File: config.mk
export PLATFORM = sky130hd
export DESIGN_NAME = ks_delay_line
export DESIGN_NICKNAME = d
export VERILOG_FILES = /design/src/rtl/ks_pkg.sv /design/src/rtl/ks_lfsr16.sv /design/src/rtl/ks_delay_line.sv
export SDC_FILE = /design/constraint.sdc
export NUM_CORES = 2
export LEC_CHECK = 0
export CORE_MARGIN = 5
export CORE_UTILIZATION = 35
export CTS_CLUSTER_DIAMETER = 150
export CTS_CLUSTER_SIZE = 20
export DETAILED_ROUTE_END_ITERATION = 8
export PLACE_DENSITY = 0.47
export SLEW_MARGIN = 30
export SYNTH_ARGS = -nofsm -noshare
export SYNTH_HDL_FRONTEND = slang
export SYNTH_SLANG_ARGS = --single-unit
export TNS_END_PERCENT = 50
File: constraint.sdc
create_clock -name clok -period 14 [get_ports clok]
set_input_delay 3.5 -clock clok [delete_from_list [all_inputs] [get_ports clok]]
set_output_delay 3.5 -clock clok [all_outputs]
set_load 0.01 [all_outputs]
File: src/rtl/ks_pkg.sv
// ks_pkg: shared types and constants for the Karplus-Strong string voice.
// Rev 1.0
`default_nettype none

package ks_pkg;

  typedef enum logic [1:0] {
    IDLE = 2'd0,
    FILL = 2'd1,
    RUN  = 2'd2
  } ks_state_t;

  localparam int          SAMPLE_W  = 8;
  localparam logic [15:0] LFSR_TAPS = 16'hB400;
  localparam logic [15:0] SEED_DEF  = 16'hACE1;

  // 16-bit Galois LFSR, right shift, taps applied when the bit shifted out is 1.
  function automatic logic [15:0] lfsr_next(input logic [15:0] s);
    return s[0] ? ((s >> 1) ^ LFSR_TAPS) : (s >> 1);
  endfunction

endpackage

`default_nettype wire

File: src/rtl/ks_lfsr16.sv
// ks_lfsr16: 16-bit Galois noise source with seed load and step enable.
// Rev 1.0
`default_nettype none

module ks_lfsr16 #(
  parameter logic [15:0] RESET_VAL = ks_pkg::SEED_DEF
) (
  input  logic        clok,
  input  logic        rst_n,
  input  logic        load,
  input  logic [15:0] seed_val,
  input  logic        step,
  output logic [15:0] state
);
  import ks_pkg::*;

  // Load takes priority so a new pluck always starts from a clean seed.
  always_ff @(posedge clok or negedge rst_n) begin
    if (!rst_n) begin
      state <= RESET_VAL;
    end else if (load) begin
      state <= seed_val;
    end else if (step) begin
      state <= lfsr_next(state);
    end
  end

endmodule

`default_nettype wire

File: src/rtl/ks_delay_line.sv
// ks_delay_line: Karplus-Strong circular delay line with LFSR pluck exciter.
// Rev 1.0
`default_nettype none

module ks_delay_line #(
  parameter int          DEPTH    = 512,
  parameter int          AW       = 9,
  parameter int          FB_LAT   = 1,
  parameter logic [15:0] SEED_DEF = ks_pkg::SEED_DEF
) (
  input  logic                         clok,
  input  logic                         rst_n,
  input  logic                         sample_tick,
  input  logic                         pluck,
  input  logic [AW:0]                  period_len,
  input  logic [15:0]                  seed,
  input  logic [ks_pkg::SAMPLE_W-1:0]  fb_in,
  output logic [ks_pkg::SAMPLE_W-1:0]  dl_out,
  output logic                         sample_valid,
  output logic                         busy
);
  import ks_pkg::*;

  localparam logic [AW:0] LEN_MIN = (AW+1)'(2);
  localparam logic [AW:0] LEN_MAX = (AW+1)'(DEPTH);
  localparam int          CW      = (FB_LAT < 2) ? 1 : $clog2(FB_LAT + 1);

  ks_state_t             state, state_nx;
  logic [AW:0]           len_q, len_clamped, last_idx;
  logic [AW-1:0]         wr_addr, rd_ptr, wb_addr;
  logic                  wb_pend;
  logic [CW-1:0]         wb_cnt;
  logic [15:0]           seed_eff, lfsr_state, lfsr_nx;
  logic                  unused_lfsr_hi;
  logic                  wr_last, rd_last;
  logic                  fill_we, tick_run, wb_we, mem_we;
  logic [AW-1:0]         mem_addr;
  logic [SAMPLE_W-1:0]   mem_wdata;
  logic [SAMPLE_W-1:0]   mem [DEPTH];

  always_comb begin
    len_clamped = period_len;
    if (period_len < LEN_MIN) begin
      len_clamped = LEN_MIN;
    end else if (period_len > LEN_MAX) begin
      len_clamped = LEN_MAX;
    end
  end

  assign seed_eff = (seed == 16'h0000) ? SEED_DEF : seed;

  ks_lfsr16 #(
    .RESET_VAL (SEED_DEF)
  ) u_lfsr (
    .clok     (clok),
    .rst_n    (rst_n),
    .load     (pluck),
    .seed_val (seed_eff),
    .step     (fill_we),
    .state    (lfsr_state)
  );

  // The fill writes the value the LFSR is stepping to on this same edge.
  assign lfsr_nx        = lfsr_next(lfsr_state);
  assign unused_lfsr_hi = ^lfsr_nx[15:SAMPLE_W];

  assign last_idx = len_q - (AW+1)'(1);
  assign wr_last  = ({1'b0, wr_addr} == last_idx);
  assign rd_last  = ({1'b0, rd_ptr} == last_idx);

  // A pluck pre-empts fill writes, ticks and any pending write-back.
  assign fill_we  = (state == FILL) && !pluck;
  assign tick_run = (state == RUN) && sample_tick && !pluck;
  assign wb_we    = wb_pend && (wb_cnt == CW'(1)) && !pluck;

  assign mem_we    = fill_we | wb_we;
  assign mem_addr  = fill_we ? wr_addr : wb_addr;
  assign mem_wdata = fill_we ? lfsr_nx[SAMPLE_W-1:0] : fb_in;

  assign busy = (state == FILL);

  always_ff @(posedge clok or negedge rst_n) begin
    if (!rst_n) begin
      state <= IDLE;
    end else begin
      state <= state_nx;
    end
  end

  always_comb begin
    state_nx = state;
    if (pluck) begin
      state_nx = FILL;
    end else begin
      case (state)
        FILL:    if (wr_last) state_nx = RUN;
        default: state_nx = state;
      endcase
    end
  end

  always_ff @(posedge clok or negedge rst_n) begin
    if (!rst_n) begin
      len_q        <= '0;
      wr_addr      <= '0;
      rd_ptr       <= '0;
      dl_out       <= '0;
      sample_valid <= 1'b0;
    end else begin
      sample_valid <= tick_run;
      if (pluck) begin
        len_q   <= len_clamped;
        wr_addr <= '0;
        dl_out  <= '0;
      end else if (fill_we) begin
        wr_addr <= wr_addr + AW'(1);
        if (wr_last) begin
          rd_ptr <= '0;
        end
      end else if (tick_run) begin
        dl_out <= mem[rd_ptr];
        rd_ptr <= rd_last ? '0 : rd_ptr + AW'(1);
      end
    end
  end

  // Tick spacing guarantees at most one write-back in flight.
  always_ff @(posedge clok or negedge rst_n) begin
    if (!rst_n) begin
      wb_pend <= 1'b0;
      wb_cnt  <= '0;
      wb_addr <= '0;
    end else if (pluck) begin
      wb_pend <= 1'b0;
    end else if (tick_run) begin
      wb_pend <= 1'b1;
      wb_cnt  <= CW'(FB_LAT);
      wb_addr <= rd_ptr;
    end else if (wb_pend) begin
      if (wb_cnt == CW'(1)) begin
        wb_pend <= 1'b0;
      end else begin
        wb_cnt <= wb_cnt - CW'(1);
      end
    end
  end

  always_ff @(posedge clok) begin
    if (mem_we) begin
      mem[mem_addr] <= mem_wdata;
    end
  end

endmodule

`default_nettype wire

# Word-level counts from Yosys, hierarchy flattened
# Memories as Yosys holds them, arrays and structs flattened.
# Index checks and enable logic that the tools add are counted.
# word_totals
reg_bits	66
mem_bits_rw	4096
inputBits	38
n_memories	1
# classes
addsub	4
magnitude_cmp	2
eq_ne	6
n_mux	29
n_bitwise	3
n_reduce_logical	18
# memory_table
name	words	word_bits	rd	rd_ports_with_merged_regs	wr	line	rtl
mem	512	8	1	0	1	ks_delay_line.sv:39	logic [SAMPLE_W-1:0] mem [DEPTH];
# ops
op	count
16-bit two-way mux	4
9-bit two-way mux	7
8-bit two-way mux	4
9-bit by 10-bit equality test with 1-bit output	2
10-bit two-way mux	2
9-bit by 1-bit adder with 9-bit output (second input constant)	2
16-bit logical NOT	1
2-bit nonzero test	6
10-bit > comparator (second input constant)	1
10-bit by 2-bit less-than comparator with 1-bit output (second input constant)	1
10-bit by 1-bit subtractor with 10-bit output (second input constant)	1
1-bit two-way mux	9
2-bit AND reduction	4
2-bit two-way mux	3
1-bit logical AND	5
2-bit inequality test (second input constant)	2
3-bit NOT with 4-bit output	1
3-bit AND reduction	1
2-bit by 1-bit equality test with 1-bit output (second input constant)	1
2-bit equality test (second input constant)	1
1-bit logical NOT	1
1-bit NOT	1
1-bit OR	1
1-bit subtractor (second input constant)	1

# Logic depth before layout (Yosys ltp)
# logic_depth
word_depth	6
mapped_depth	13
mapped_depth_nobuf	9

# By module
# Synthesis repeated with hierarchy kept, for this count alone.
# hier_totals
cells_unflattened	8007
hier_area_um2	162473.3
# modules_own_cells
module	instances	cells_per_inst	area_per_inst_um2	seq_area_each_um2
ks_delay_line	1	7933	161668.8	124249.2
ks_lfsr16	1	74	804.5	410.4

# Worst setup path after synthesis
# OpenSTA, ideal clock, no wires.
# synth_timing
path_type	input-to-reg
start	input port pluck
end	memory mem[0][0] (data pin)
t_arrival_ns	10.694
path_slack_ns	1.861
path_stages	6
path_buffers	3
path_cell_list	clkbuf_1 -> nor2_1 -> clkbuf_1 -> buf_1 -> nand2_1 -> nand2_1
# synth_between
elab_chain_cells	3
# synth_lines
element	line	rtl
start, declared	ks_delay_line.sv:14	input logic pluck,
1-bit logical NOT	ks_delay_line.sv:72	assign fill_we = (state == FILL) && !pluck;
1-bit logical AND	ks_delay_line.sv:72	
8-bit two-way mux	ks_delay_line.sv:78	assign mem_wdata = fill_we ? lfsr_nx[SAMPLE_W-1:0] : fb_in;
net mem_wdata[0]	ks_delay_line.sv:38	logic [SAMPLE_W-1:0] mem_wdata;
end, declared	ks_delay_line.sv:39	
# The timed path passes the listed nets, and every way through them passes these cells.

# Final worst setup path
# layout_timing
start	input port pluck
end	memory mem[240][6] (enable)
# layout_between
elab_chain_cells	5
word_cells_on_any_way	7
cone_classes	mux (3); bitwise (1); reduce/logical (3)
# layout_lines
element	line	rtl
1-bit logical NOT (*)	ks_delay_line.sv:72, ks_delay_line.sv:74	
1-bit logical AND, on equally long branches	ks_delay_line.sv:72, ks_delay_line.sv:74	
1-bit OR	ks_delay_line.sv:76	assign mem_we = fill_we | wb_we;
1-bit two-way mux	ks_delay_line.sv:149	if (mem_we) begin
1-bit two-way mux (not written as such)	ks_delay_line.sv:150	mem[mem_addr] <= mem_wdata;
# Mark *: on every way between the ends. The rest lies on a longest branch, timed or not.

==> run metrics <==
required time of the critical path=14610 ps; Synth Flop Type=edfxtp_1; Max Cap Viol=0; synth warn=0; initial antenna violation count=40; P_leak=52.3 nW; Synth async-reset ratio=0.0159; Routed Antenna Nets=0; drt wl/cell=35.7 um; Syn-to-layout area delta=8.88%; GRT Overall Usage=0.203; Worst Max-Slew Pin Slew=1150 ps; Max Fanout on Critical Path=57; initial core utilization=0.351; total power draw=23.4 mW; pre-CTS setup slack=6340 ps; CTS tree=yes; post-CTS resize count=0; Mapped Nets=7658; setup ws final=7310 ps; vias per inst=5.69; DRC violations left=0; cells along the critical path=buf_2, buf_4, nand2b_1, mux2i_1, inv_1, nor2_1, nand2_4, buf_4, nor2_1; Cell Area, Synth=162000 um^2; Ports=48; core area=463000 um^2; die height=691 um; crit path buf inv count=4; maximum clock path buffer count=4; fin crit period=6690 ps; Worst-Skew Late Latency=1000 ps; DPL Wire Length=304000 um; # rows=250; Final Skew=68.0 ps; endpoints failing hold=0; FILL cells=41.3k; crit-path max cell delay=740 ps; routed vias=79.0k; CP endpoint kind=flip-flop; critical path arrival=7300 ps; vias in the first global route=79.0k; Hold Buf Count CTS=0; DR pass1 iterations=6; critical path launch point type=input port; endpoints failing setup=0; # Post-CTS Setup Buffers=0; RSZ-0062 raised after global routing=false; Die Area=477000 um^2; Max Fclk=149 MHz; CTS Sinks=4162; Nets=7673; placer congestion estimate=0.838; Worst-path clk slew=90 ps; GR Overflow Total=0; Hold Path Class=reg2reg; outcome=complete, no violations; Rel. slew slack=0.233; Syn Area/Cell=21.3 um^2; FF+latch count, synth=4162; final wirelength=496000 um; first-pass GRT wire length=684000 um; CP Class=in2reg; Cell Pwr Density=133 nW/um^2; Slowest-stage cell, CP=nor2_1; Starting DRT DRC Count=9689; Layout Utilization=0.382; number of synthesized flops with an enable pin=4096; delay-heaviest family, CP=simple AND/OR/NAND/NOR gates; Peak supply drop=108 uV; post-route setup TNS=0 ps; largest net degree at the start of global routing=158; die span in x=691 um; Yosys cell types=72; Tcrit/Tclk final=0.478; # H-tree levels=4; cell count after synthesis=7617; Port Buffer Count=47; layout cells sized above 1=0.212; CTS Buf Count=230; Final Max Slew Viols=0; register area share after synthesis=0.769; clk root buf=clkbuf_16
## cell usage after synthesis (all sizes together) (8+ instances only)
cell type | instances | share of area
a22o | 8 | 0.00043
nand2b | 8 | 0.00031
dfstp | 8 | 0.0013
nor2 | 614 | 0.014
clkbuf | 222 | 0.0051
nor3 | 30 | 0.00093
a31oi | 27 | 0.0010
o21ai | 59 | 0.0018
a221oi | 17 | 0.00092
a32oi | 11 | 0.00059
nand2 | 334 | 0.0077
and2 | 17 | 0.00066
a22oi | 55 | 0.0025
a21oi | 81 | 0.0025
mux2i | 202 | 0.012
nor4 | 20 | 0.00077
o221ai | 54 | 0.0029
nand4 | 20 | 0.00077
nand3 | 65 | 0.0020
o22ai | 50 | 0.0019
and3 | 17 | 0.00066
o22a | 8 | 0.00043
inv | 28 | 0.00065
xnor2 | 18 | 0.00097
buf | 247 | 0.0093
dfrtp | 58 | 0.0089
nand3b | 10 | 0.00046
a2111oi | 13 | 0.00074
edfxtp | 4096 | 0.76
o211ai | 8 | 0.00037
a211oi | 14 | 0.00065
mux4 | 1090 | 0.15
## flip-flops by register name, indices dropped and copies added (netlist names)
| signal | cells |
|---|---|
| mem | 4096 |
| dl_out | 8 |
| sample_valid | 1 |
| wr_addr | 9 |
| state | 2 |
| len_q | 10 |
| u_lfsr.state | 16 |
| wb_addr | 9 |
| wb_pend | 1 |
| wb_cnt | 1 |
| rd_ptr | 9 |
## final timing paths
kind | cells past startpoint | slack [ps] | end | start
setup reg to reg | 9 | 8030 | dl_out[2]$_DFFE_PN0P_ | rd_ptr[0]$_DFFE_PN0P_
hold / removal | 1 | 520 | wb_pend$_DFF_PN0_ | wb_cnt$_DFFE_PN0P_
max in group asynchronous | 3 | 10780 | dl_out[7]$_DFFE_PN0P_ | rst_n
setup / recovery | 9 | 7310 | mem[240][6]$_DFFE_PP_ | pluck
hold reg to reg | 1 | 520 | wb_pend$_DFF_PN0_ | wb_cnt$_DFFE_PN0P_
min in group asynchronous | 1 | 2340 | u_lfsr.state[12]$_DFFE_PN0P_ | rst_n
## power by group
group | total (mW) | internal, mW | leakage [nW] | switching (mW)
registers | 13.9 | 13.9 | 37.8 | 0.0353
clock network | 7.03 | 3.03 | 3.00 | 4.00
logic | 2.47 | 0.769 | 11.5 | 1.70
total | 23.4 | 17.7 | 52.3 | 5.73
## layout make-up
type                       count  area, um^2  area share
sequential                  4162      125000       0.706
multi-input combinational   2955       35500       0.201
tap                         6174        7720      0.0437
clock buffer                 280        6030      0.0341
timing repair buffer         252        2380      0.0135
inverter                      31         136    0.000772
clock inverter                10         131    0.000744
antenna                       14        35.0    0.000198
## logic make-up (layout without fill, tap and decap cells)
kind of cell	Yosys count	after routing	synth area share
DFF	4162	4162	0.769
muxes	1299	1299	0.164
and+or+nand+nor	1159	1159	0.0295
buffers and inverters	500	573	0.0152
AOI/OAI and AO/OA	465	465	0.0202
xor gates and xnor gates	29	29	0.00191
adders and majority gates	3	3	0.000231
other	0	14	0
## per-stage QoR
stage | cell area, um^2 | cells | hold slack, ps
final | 177000 | 13878 | 516
after global routing | 177000 | 13866 | 522
after CTS | 176000 | 13861 | 514
after detailed placement | 170000 | 13571 | 503
after global placement | 170000 | 13566 | 495
after floorplan | 162000 | 7617 | 446
## worst register-to-register path, stage by stage, from the launching register on
cell	delay (ps)
dfrtp_4	900
buf_4	660
buf_4	790
buf_4	770
mux4_2	690
mux4_2	510
a22oi_1	450
a21oi_1	260
a211o_1	460
a31o_1	330
## metal layers
metal	up-vias	track usage	routed length, um
met1	43464	0.304	219000
met5	-	0	23
met3	510	0.0327	37000
li1	31411	-	-
met4	4	0.0449	12000
met2	3567	0.314	228000
## layout by cell type (no fill, tap or decap), types with 9 or more instances in the layout
cell type / n
a211oi_1: 14
a21oi_1: 81
a221oi_1: 17
a22oi_1: 55
a31oi_1: 26
a32oi_1: 11
and2_1: 13
and3_1: 17
buf_12: 26
buf_4: 173
clkbuf_1: 46
clkbuf_16: 234
clkdlybuf4s50_1: 45
dfrtp_1: 50
diode_2: 14
edfxtp_1: 4096
inv_1: 24
mux2i_1: 199
mux4_2: 1090
nand2_1: 304
nand2_4: 24
nand3_1: 65
nand3b_1: 10
nand4_1: 20
nor2_1: 602
nor3_1: 27
nor4_1: 19
o21ai_0: 49
o21ai_1: 9
o221ai_1: 54
o22ai_1: 50
xnor2_1: 18
Note: power is estimated with default switching activity, not from simulation.
